===== config.mk =====
export PLATFORM = sky130hd
export DESIGN_NAME = mem_io_bridge
export DESIGN_NICKNAME = d
export VERILOG_FILES = /design/src/rtl/mem_map_pkg.sv /design/src/rtl/sync_fifo.sv /design/src/rtl/mem_io_bridge.sv
export SDC_FILE = /design/constraint.sdc
export NUM_CORES = 1
export LEC_CHECK = 0
export CAP_MARGIN = 20
export CELL_PAD_IN_SITES_DETAIL_PLACEMENT = 1
export CELL_PAD_IN_SITES_GLOBAL_PLACEMENT = 2
export CORE_MARGIN = 3
export CORE_UTILIZATION = 32
export CTS_CLUSTER_SIZE = 40
export DETAILED_ROUTE_END_ITERATION = 8
export PLACE_DENSITY_LB_ADDON = 0.1
export SKIP_LAST_GASP = 1
export SYNTH_ARGS = -nofsm -noshare
export SYNTH_HDL_FRONTEND = slang
export SYNTH_SLANG_ARGS = --single-unit

===== constraint.sdc =====
create_clock -name clk -period 2.5 [get_ports clk]
set_input_delay 0.25 -clock clk [delete_from_list [all_inputs] [get_ports clk]]
set_output_delay 0.25 -clock clk [all_outputs]
set_load 0.02 [all_outputs]

===== src/rtl/mem_map_pkg.sv =====
// Shared I/O map for the memory/I/O bridge: window base, register offsets
// and status-register bit positions (also used by the CPU-side tables).
package mem_map_pkg;

    localparam logic [9:0] IO_BASE = 10'h3F0;

    typedef enum logic [3:0] {
        OFF_LED  = 4'd0,
        OFF_SW   = 4'd1,
        OFF_CNT  = 4'd2,
        OFF_TX   = 4'd3,
        OFF_STAT = 4'd4
    } io_off_e;

    localparam int STAT_EMPTY   = 0;
    localparam int STAT_FULL    = 1;
    localparam int STAT_CNT_LSB = 2;
    localparam int STAT_CNT_MSB = 5;
    localparam int STAT_OVF     = 6;

endpackage


===== src/rtl/sync_fifo.sv =====
// Single-clock FIFO with registered pointers and a combinational head.
// A push into a full FIFO is accepted only when a pop happens in the same cycle.
module sync_fifo #(
    parameter int WIDTH = 8,
    parameter int DEPTH = 8
) (
    input  logic                     clk,
    input  logic                     reset,
    input  logic                     push,
    input  logic [WIDTH-1:0]         push_data,
    input  logic                     pop,
    output logic [WIDTH-1:0]         head,
    output logic [$clog2(DEPTH):0]   count,
    output logic                     full,
    output logic                     empty
);

    localparam int AW = $clog2(DEPTH);
    localparam int CW = AW + 1;

    logic [WIDTH-1:0] mem [DEPTH];
    logic [AW-1:0]    wr_ptr;
    logic [AW-1:0]    rd_ptr;
    logic             do_push;
    logic             do_pop;

    assign empty   = (count == '0);
    assign full    = (count == CW'(DEPTH));
    assign do_pop  = pop & ~empty;
    assign do_push = push & (~full | do_pop);
    assign head    = mem[rd_ptr];

    // Storage array: written on accepted pushes only.
    // NOTE: the data array has no reset; only pointers and count define validity,
    // so resetting it would just cost flops/mux logic for no observable effect.
    always_ff @(posedge clk) begin
        if (do_push) begin
            mem[wr_ptr] <= push_data;
        end
    end

    // Pointer and occupancy bookkeeping; pointers wrap naturally (DEPTH is 2^n).
    // NOTE: sequential state uses non-blocking assignments so every flop samples
    // pre-edge values regardless of statement order.
    always_ff @(posedge clk or posedge reset) begin
        if (reset) begin
            wr_ptr <= '0;
            rd_ptr <= '0;
            count  <= '0;
        end else begin
            if (do_push) wr_ptr <= wr_ptr + 1'b1;
            if (do_pop)  rd_ptr <= rd_ptr + 1'b1;
            case ({do_push, do_pop})
                2'b10:   count <= count + 1'b1;
                2'b01:   count <= count - 1'b1;
                default: count <= count;
            endcase
        end
    end

endmodule


===== src/rtl/mem_io_bridge.sv =====
// CPU-side memory stage: routes accesses to block RAM or to the I/O window
// at the top of the address space, with a uniform 1-cycle read latency.
module mem_io_bridge #(
    parameter int                ADDR_W     = 10,
    parameter int                DATA_W     = 16,
    parameter int                FIFO_DEPTH = 8,
    parameter logic [ADDR_W-1:0] IO_BASE    = mem_map_pkg::IO_BASE
) (
    input  logic              clk,
    input  logic              reset,
    input  logic [ADDR_W-1:0] cpu_addr,
    input  logic [DATA_W-1:0] cpu_wdata,
    input  logic              cpu_we,
    output logic [DATA_W-1:0] cpu_rdata,
    output logic [ADDR_W-1:0] ram_addr,
    output logic [DATA_W-1:0] ram_wdata,
    output logic              ram_we,
    input  logic [DATA_W-1:0] ram_rdata,
    input  logic [15:0]       sw_in,
    output logic [15:0]       led_out,
    output logic [7:0]        tx_data,
    output logic              tx_valid,
    input  logic              tx_ready
);

    import mem_map_pkg::*;

    logic                      is_io;
    logic                      io_wr;
    logic [3:0]                io_off;
    logic                      led_wr, cnt_clr, tx_push, stat_wr;
    logic [15:0]               led_q, sw_meta, sw_sync, cnt_q;
    logic                      ovf_q;
    logic                      sel_io_q;
    logic [DATA_W-1:0]         io_rdata_q;
    logic [DATA_W-1:0]         io_mux;
    logic [DATA_W-1:0]         status;
    logic                      fifo_pop, fifo_full, fifo_empty;
    logic [$clog2(FIFO_DEPTH):0] fifo_count;

    // Address decode: the RAM sees every access, but only RAM-region writes.
    assign is_io     = (cpu_addr >= IO_BASE);
    assign io_off    = 4'(cpu_addr - IO_BASE);
    assign io_wr     = cpu_we & is_io;
    assign ram_addr  = cpu_addr;
    assign ram_wdata = cpu_wdata;
    assign ram_we    = cpu_we & ~is_io;

    assign led_wr  = io_wr && (io_off == OFF_LED);
    assign cnt_clr = io_wr && (io_off == OFF_CNT);
    assign tx_push = io_wr && (io_off == OFF_TX);
    assign stat_wr = io_wr && (io_off == OFF_STAT);

    assign led_out  = led_q;
    assign tx_valid = ~fifo_empty;
    assign fifo_pop = tx_valid & tx_ready;

    sync_fifo #(
        .WIDTH (8),
        .DEPTH (FIFO_DEPTH)
    ) u_tx_fifo (
        .clk       (clk),
        .reset     (reset),
        .push      (tx_push),
        .push_data (cpu_wdata[7:0]),
        .pop       (fifo_pop),
        .head      (tx_data),
        .count     (fifo_count),
        .full      (fifo_full),
        .empty     (fifo_empty)
    );

    // LED register, switch synchronizer, cycle counter and sticky overflow.
    always_ff @(posedge clk or posedge reset) begin
        if (reset) begin
            led_q   <= '0;
            sw_meta <= '0;
            sw_sync <= '0;
            cnt_q   <= '0;
            ovf_q   <= 1'b0;
        end else begin
            if (led_wr) led_q <= cpu_wdata[15:0];
            sw_meta <= sw_in;
            sw_sync <= sw_meta;
            cnt_q   <= cnt_clr ? 16'h0000 : cnt_q + 16'd1;
            if (stat_wr) begin
                ovf_q <= 1'b0;
            end else if (tx_push && fifo_full && !fifo_pop) begin
                ovf_q <= 1'b1;
            end
        end
    end

    // Status word assembled from live FIFO state.
    // NOTE: every always_comb output gets a default first so no path can infer a latch.
    always_comb begin
        status = '0;
        status[STAT_EMPTY]                = fifo_empty;
        status[STAT_FULL]                 = fifo_full;
        status[STAT_CNT_MSB:STAT_CNT_LSB] = 4'(fifo_count);
        status[STAT_OVF]                  = ovf_q;
    end

    // I/O read mux; the counter reads as the value it takes at this edge,
    // so a read one cycle after a clear returns 1.
    always_comb begin
        io_mux = '0;
        case (io_off)
            OFF_LED:  io_mux = led_q;
            OFF_SW:   io_mux = sw_sync;
            OFF_CNT:  io_mux = cnt_q + 16'd1;
            OFF_STAT: io_mux = status;
            default:  io_mux = '0;
        endcase
    end

    // Read-path pipeline register matching the RAM's registered output.
    always_ff @(posedge clk or posedge reset) begin
        if (reset) begin
            sel_io_q   <= 1'b0;
            io_rdata_q <= '0;
        end else begin
            sel_io_q   <= is_io;
            io_rdata_q <= io_wr ? cpu_wdata : io_mux;
        end
    end

    assign cpu_rdata = sel_io_q ? io_rdata_q : ram_rdata;

endmodule


# After elaboration in Yosys (flattened, before gate mapping)
# Memories as Yosys holds them, arrays and structs flattened.
# Index checks and enable logic that the tools add are counted.
word_totals:
  regBits: 92
  mem_bits_rw: 64
  word_cells: 54
  n_memories: 1
op_classes:
  mux: 9
  bitwise_logic: 9
  n_addsub: 6
  order_cmp: 1
  reduce_logical: 11
  eq_ne: 7
memory_table:
  columns: ["memory", "words", "word_bits", "read_ports", "rd_clocked_by_memory_dff", "write_ports", "line_no", "rtl"]
  rows:
  - ["u_tx_fifo.mem", 8, 8, 1, 0, 1, "sync_fifo.sv:21", "logic [WIDTH-1:0] mem [DEPTH];"]
ops:
  columns: ["operator", "n"]
  rows:
  - ["$pmux 16 s4", 1]
  - ["$mux 16", 3]
  - ["$add 16x1->16 const B", 1]
  - ["$ge 10x10->1 const B", 1]
  - ["$eq 4x2->1 const B", 2]
  - ["$logic_not 4->1", 2]
  - ["$pmux 4 s2", 1]
  - ["$sub 4x1->4 const B", 2]
  - ["$add 3x1->3 const B", 2]
  - ["$logic_and 1x1->1", 6]
  - ["$and 1x1->1", 5]
  - ["$add 4x1->4 const B", 1]
  - ["$eq 4x1->1 const B", 1]
  - ["$eq 4x3->1 const B", 1]
  - ["$eq 4x4->1 const B", 1]
  - ["$mux 1", 4]
  - ["$reduce_bool 2->1", 2]
  - ["$not 1->1", 3]
  - ["$eq 2x1->1 const B", 1]
  - ["$eq 2x2->1 const B", 1]
  - ["$logic_not 1->1", 1]
  - ["$or 1x1->1", 1]

# Longest topological paths before layout
depth:
  word_depth: 8
  ltp_mapped: 9
  depth_no_buf: 8

# Cells and area by module
# From an unflattened synthesis, not the netlist that was laid out.
unflattened:
  hier_cells: 477
  hier_area_um2: 6855.3
modules_own_cells:
  columns: ["module", "seq_area_each_um2", "cells_per_inst", "area_per_inst_um2", "instances"]
  rows:
  - ["mem_io_bridge", 2052.0, 312, 3697.3, 1]
  - ["sync_fifo", 2172.1, 165, 3158.0, 1]

# Worst setup path before layout
# OpenSTA, ideal clock, no wires.
synth_timing:
  path_kind: "input -> register"
  from: "input port cpu_addr[1]"
  to: "memory u_tx_fifo.mem[0][0], enable pin"
  arrival_ns: 2.041
  slack_ns: 0.076
  t_required_ns: 2.117
  setup_time_ns: 0.383
  stages: 7
  n_path_buf: 2
  path_cell_list: "buf_4 > or3b_1 > nor4_4 > and2b_1 > buf_4 > nand2b_1 > nor3_1"
synth_between:
  elab_chain_cells: 6
synth_lines:
  columns: ["element", "line_no", "rtl"]
  rows:
  - ["from (decl)", "mem_io_bridge.sv:11", "input logic [ADDR_W-1:0] cpu_addr,"]
  - ["$ge 10x10->1 / $sub 4x1->4 (equally long branches)", "mem_io_bridge.sv:42, mem_io_bridge.sv:43", null]
  - ["$and 1x1->1 / $eq 4x2->1 (equally long branches)", "mem_io_bridge.sv:44, mem_io_bridge.sv:51", null]
  - ["$logic_and 1x1->1 (*)", "mem_io_bridge.sv:51", "assign tx_push = io_wr && (io_off == OFF_TX);"]
  - ["$and 1x1->1 (*)", "sync_fifo.sv:30", "assign do_push = push & (~full | do_pop);"]
  - ["$mux 1 (*)", "sync_fifo.sv:37", "if (do_push) begin"]
  - ["$mux 1 (not written as such) (*)", "sync_fifo.sv:38", "mem[wr_ptr] <= push_data;"]
  - ["to (decl)", "sync_fifo.sv:21", null]
# Every way passes the cells marked *; elsewhere a longest branch is shown, timed or not.

# Final worst setup path
layout_timing:
  from: "register u_tx_fifo.rd_ptr[0]"
  to: "output port tx_data[7]"
layout_between:
  elab_chain_cells: 1
layout_lines:
  columns: ["element", "line_no", "rtl"]
  rows:
  - ["from (decl)", "sync_fifo.sv:23", "logic [AW-1:0] rd_ptr;"]
  - ["from (signal assigned)", "sync_fifo.sv:52", "if (do_pop) rd_ptr <= rd_ptr + 1'b1;"]
  - ["$mem_v2 8x8", null, null]
  - ["to (decl)", "mem_io_bridge.sv:21", "output logic [7:0] tx_data,"]
# Every way passes these cells.

==> impl_metrics.json <==
{
  "async_flop_share": 0.590,
  "power_leakage_nw": 3.50,
  "hold_start": "sw_in[8]",
  "postRouteAntennaNets": 0,
  "drc": 0,
  "dieArea_mm2": 0.0224,
  "pin_count": 130,
  "synth_edf_count": 64,
  "cts-buffers-inserted": 17,
  "maxSlewViolCount": 0,
  "synth-seq-area-share": 0.641,
  "cts_hold_buf": 0,
  "swShare": 0.272,
  "crit_path_end_kind": "primary output",
  "hold_path_depth": 1,
  "tritoncts": "built",
  "final_cell_mix": "121 x clkdlybuf4s50_1, 91 x dfrtp_1, 64 x edfxtp_1",
  "antenna_found_initial": 0,
  "relSlewSlack": 0.429,
  "area_growth_pct": 34.8,
  "chipWidth_um": 150,
  "detail_route.wirelength_um": 17200,
  "max_stage_delay_ns": 0.56,
  "status": "complete, no violations",
  "grt_pass1_vias": 4771,
  "fmax_mhz": 416,
  "place_hpwl_um": 12400,
  "final_nets": 661,
  "final_common_cell": "clkdlybuf4s50_1",
  "power_frac_clock": 0.370,
  "synth_area_mm2": 0.00659,
  "cpLargestDelayFamily": "multiplexers",
  "ys_ff_latch": 156,
  "dp_cells": 839,
  "internal_power_w": 0.00529,
  "start_util": 0.332,
  "r2r_end": "u_tx_fifo.count[1]",
  "hold_path_class": "in -> reg",
  "startpoint_type": "register",
  "hold_slack_ns": 0.256,
  "r2r_setup_slack_ns": 0.29,
  "criticalPathCategory": "reg -> out",
  "cts_root_buf": "clkbuf_16",
  "final_util": 0.448,
  "synth.net_count": 517,
  "post-place-ws_ns": -0.0734,
  "cts_buffer_depth": 2,
  "cp.arrival_ns": 2.15,
  "track_usage": 0.161,
  "worst-path-buf-inv": 2,
  "finalHoldViolCount": 0,
  "min_period_over_period": 0.962,
  "dr_total_vias": 4106,
  "setup_viol": 0,
  "avgSynthCellArea_um2": 14.6,
  "synth-main-ff-cell": "dfrtp_1",
  "grt-ovfl-total": 0,
  "crit_chain": "buf_12, mux4_2, mux2_2, dlygate4sd2_1",
  "min_to": "sw_meta[8]",
  "required_ns": 2.25,
  "total_power_w": 0.00727,
  "gp_congestion": 0.781,
  "grt_pass1_wl_um": 27300,
  "synthCells": 451,
  "insertion_delay_ns": 0.43,
  "ff2ff_path_depth": 6,
  "power_density_mw_per_mm2": 818,
  "cap_viol_max_count": 0,
  "cts_max_level": 4,
  "crit_path_max_fanout": 17,
  "drive_above_1_share": 0.229,
  "p_comb_frac": 0.211,
  "core_mm2": 0.0198,
  "wl_per_cell_um": 19.7,
  "firstDrtPassIters": 4,
  "worst_pin_slew_ns": 0.850,
  "die_h_um": 150,
  "r2r-start": "u_tx_fifo.count[2]",
  "layoutNonFillerInstCount": 873,
  "clock-sinks": 156,
  "finalCriticalPeriod_ns": 2.40,
  "drt_iter0_drc": 146,
  "power.switching_w": 0.00197,
  "rsz0062_at_grt": "no",
  "setup_ws_ns": 0.0952,
  "path_clk_slew_ns": 0.07,
  "ir_drop_uv": 488,
  "rows": 51,
  "grt_max_degree": 93,
  "skew_ns": 0.0107,
  "via_per_inst": 4.70,
  "io_buffer_count": 129,
  "slowest_stage": "mux4_2",
  "ys_warn_count": 0,
  "crit_start": "u_tx_fifo.rd_ptr[0]",
  "insertedDiodeCount": 0,
  "synth_cell_type_count": 49,
  "seqPwrFrac": 0.419
}
==> final cells by class <==
type	instances	area [um^2]
clock buffer	21	497
clock inverter	11	126
fill	2003	11000
inverter	5	22.5
multi-input combinational	245	2070
sequential	156	4230
tap	265	332
timing repair buffer	170	1610
==> registers in the layout (all words and copies together), names as in the netlist, 3 cells and up <==
signal	count
u_tx_fifo.mem	64
cnt_q	16
io_rdata_q	16
led_out	16
sw_meta	16
sw_sync	16
u_tx_fifo.count	4
u_tx_fifo.rd_ptr	3
u_tx_fifo.wr_ptr	3
==> power by group through the flow <==
| stage | Clock, W | Sequential [W] | Combinational, W |
|---|---|---|---|
| after floorplan | 0 | 0.00295 | 0.00108 |
| after global placement | 0 | 0.00308 | 0.00157 |
| after detailed placement | 0 | 0.00310 | 0.00161 |
| after CTS | 0.00277 | 0.00305 | 0.00154 |
| after global routing | 0.00288 | 0.00307 | 0.00167 |
| final | 0.00269 | 0.00304 | 0.00153 |
==> cells in the mapped netlist, types with 3 or more instances <==
master / count / area share
o22ai_1: 8 / 0.0076
a22o_1: 7 / 0.0093
nand4_1: 5 / 0.0047
xnor2_1: 13 / 0.017
inv_1: 5 / 0.0028
nand2b_1: 5 / 0.0047
buf_2: 6 / 0.0046
a21oi_1: 8 / 0.0061
nor2_1: 42 / 0.024
buf_1: 3 / 0.0017
mux2_2: 41 / 0.070
ha_1: 4 / 0.0076
nand2_1: 16 / 0.0091
edfxtp_1: 64 / 0.29
o221ai_1: 4 / 0.0053
mux4_2: 16 / 0.055
o21ai_0: 3 / 0.0023
clkbuf_1: 8 / 0.0046
xor2_1: 8 / 0.011
buf_4: 28 / 0.032
nand3_1: 7 / 0.0053
nor3_1: 5 / 0.0038
mux2i_1: 18 / 0.027
o21a_1: 3 / 0.0034
or3_1: 4 / 0.0038
dfrtp_1: 92 / 0.35
==> repair_timing <==
item / 4_1_cts / 5_1_grt
setup endpoints to repair: 8 / 1
resized for setup: 9 / 0
buffers inserted: 0 / 2
==> metal layers <==
layer  part of all wire  GRT usage  wire (um)
met1               0.43      0.201       7480
met2               0.52      0.281       8960
met3              0.035     0.0397        601
met4             0.0099     0.0398        170
met5                  0          0          0
==> worst max-delay path by stage <==
stage / to / slack (ns) / depth (start not counted)
2_1_floorplan: u_tx_fifo.mem[0][0] / 0.08 / 7
3_3_place_gp: u_tx_fifo.mem[1][6] / -0.03 / 7
3_5_place_dp: u_tx_fifo.mem[1][2] / -0.07 / 7
4_1_cts: tx_data[7] / 0.05 / 4
5_1_grt: tx_data[7] / 0.006 / 4
6_report: tx_data[7] / 0.1 / 4
==> cell families (layout without fill, tap and decap cells) <==
logic type | Yosys count | count (layout) | synth area share
AO/OA/AOI/OAI | 40 | 40 | 0.0429
flip-flops | 156 | 156 | 0.641
buffers and inverters | 50 | 207 | 0.0456
XOR/XNOR | 21 | 21 | 0.0279
multiplexers | 77 | 77 | 0.156
adder cells (fa/ha/maj) | 5 | 5 | 0.00911
AND/OR/NAND/NOR | 102 | 102 | 0.0776
==> worst register-to-register path, delay by kind of cell (launching register included) <==
kind | cells | cell delay (ns)
mux | 1 | 0.31
buf+inv | 1 | 0.16
simple gates | 3 | 0.96
flops | 1 | 0.47
compound gates | 1 | 0.18
==> stage by stage <==
stage	setup TNS, ns	instance area, um^2
floorplan	0	6600
global placement	-0.472	8250
detailed placement	-1.44	8250
CTS	0	8870
global route	0	8880
finish	0	8880
Note: power is estimated with default switching activity, not from simulation.
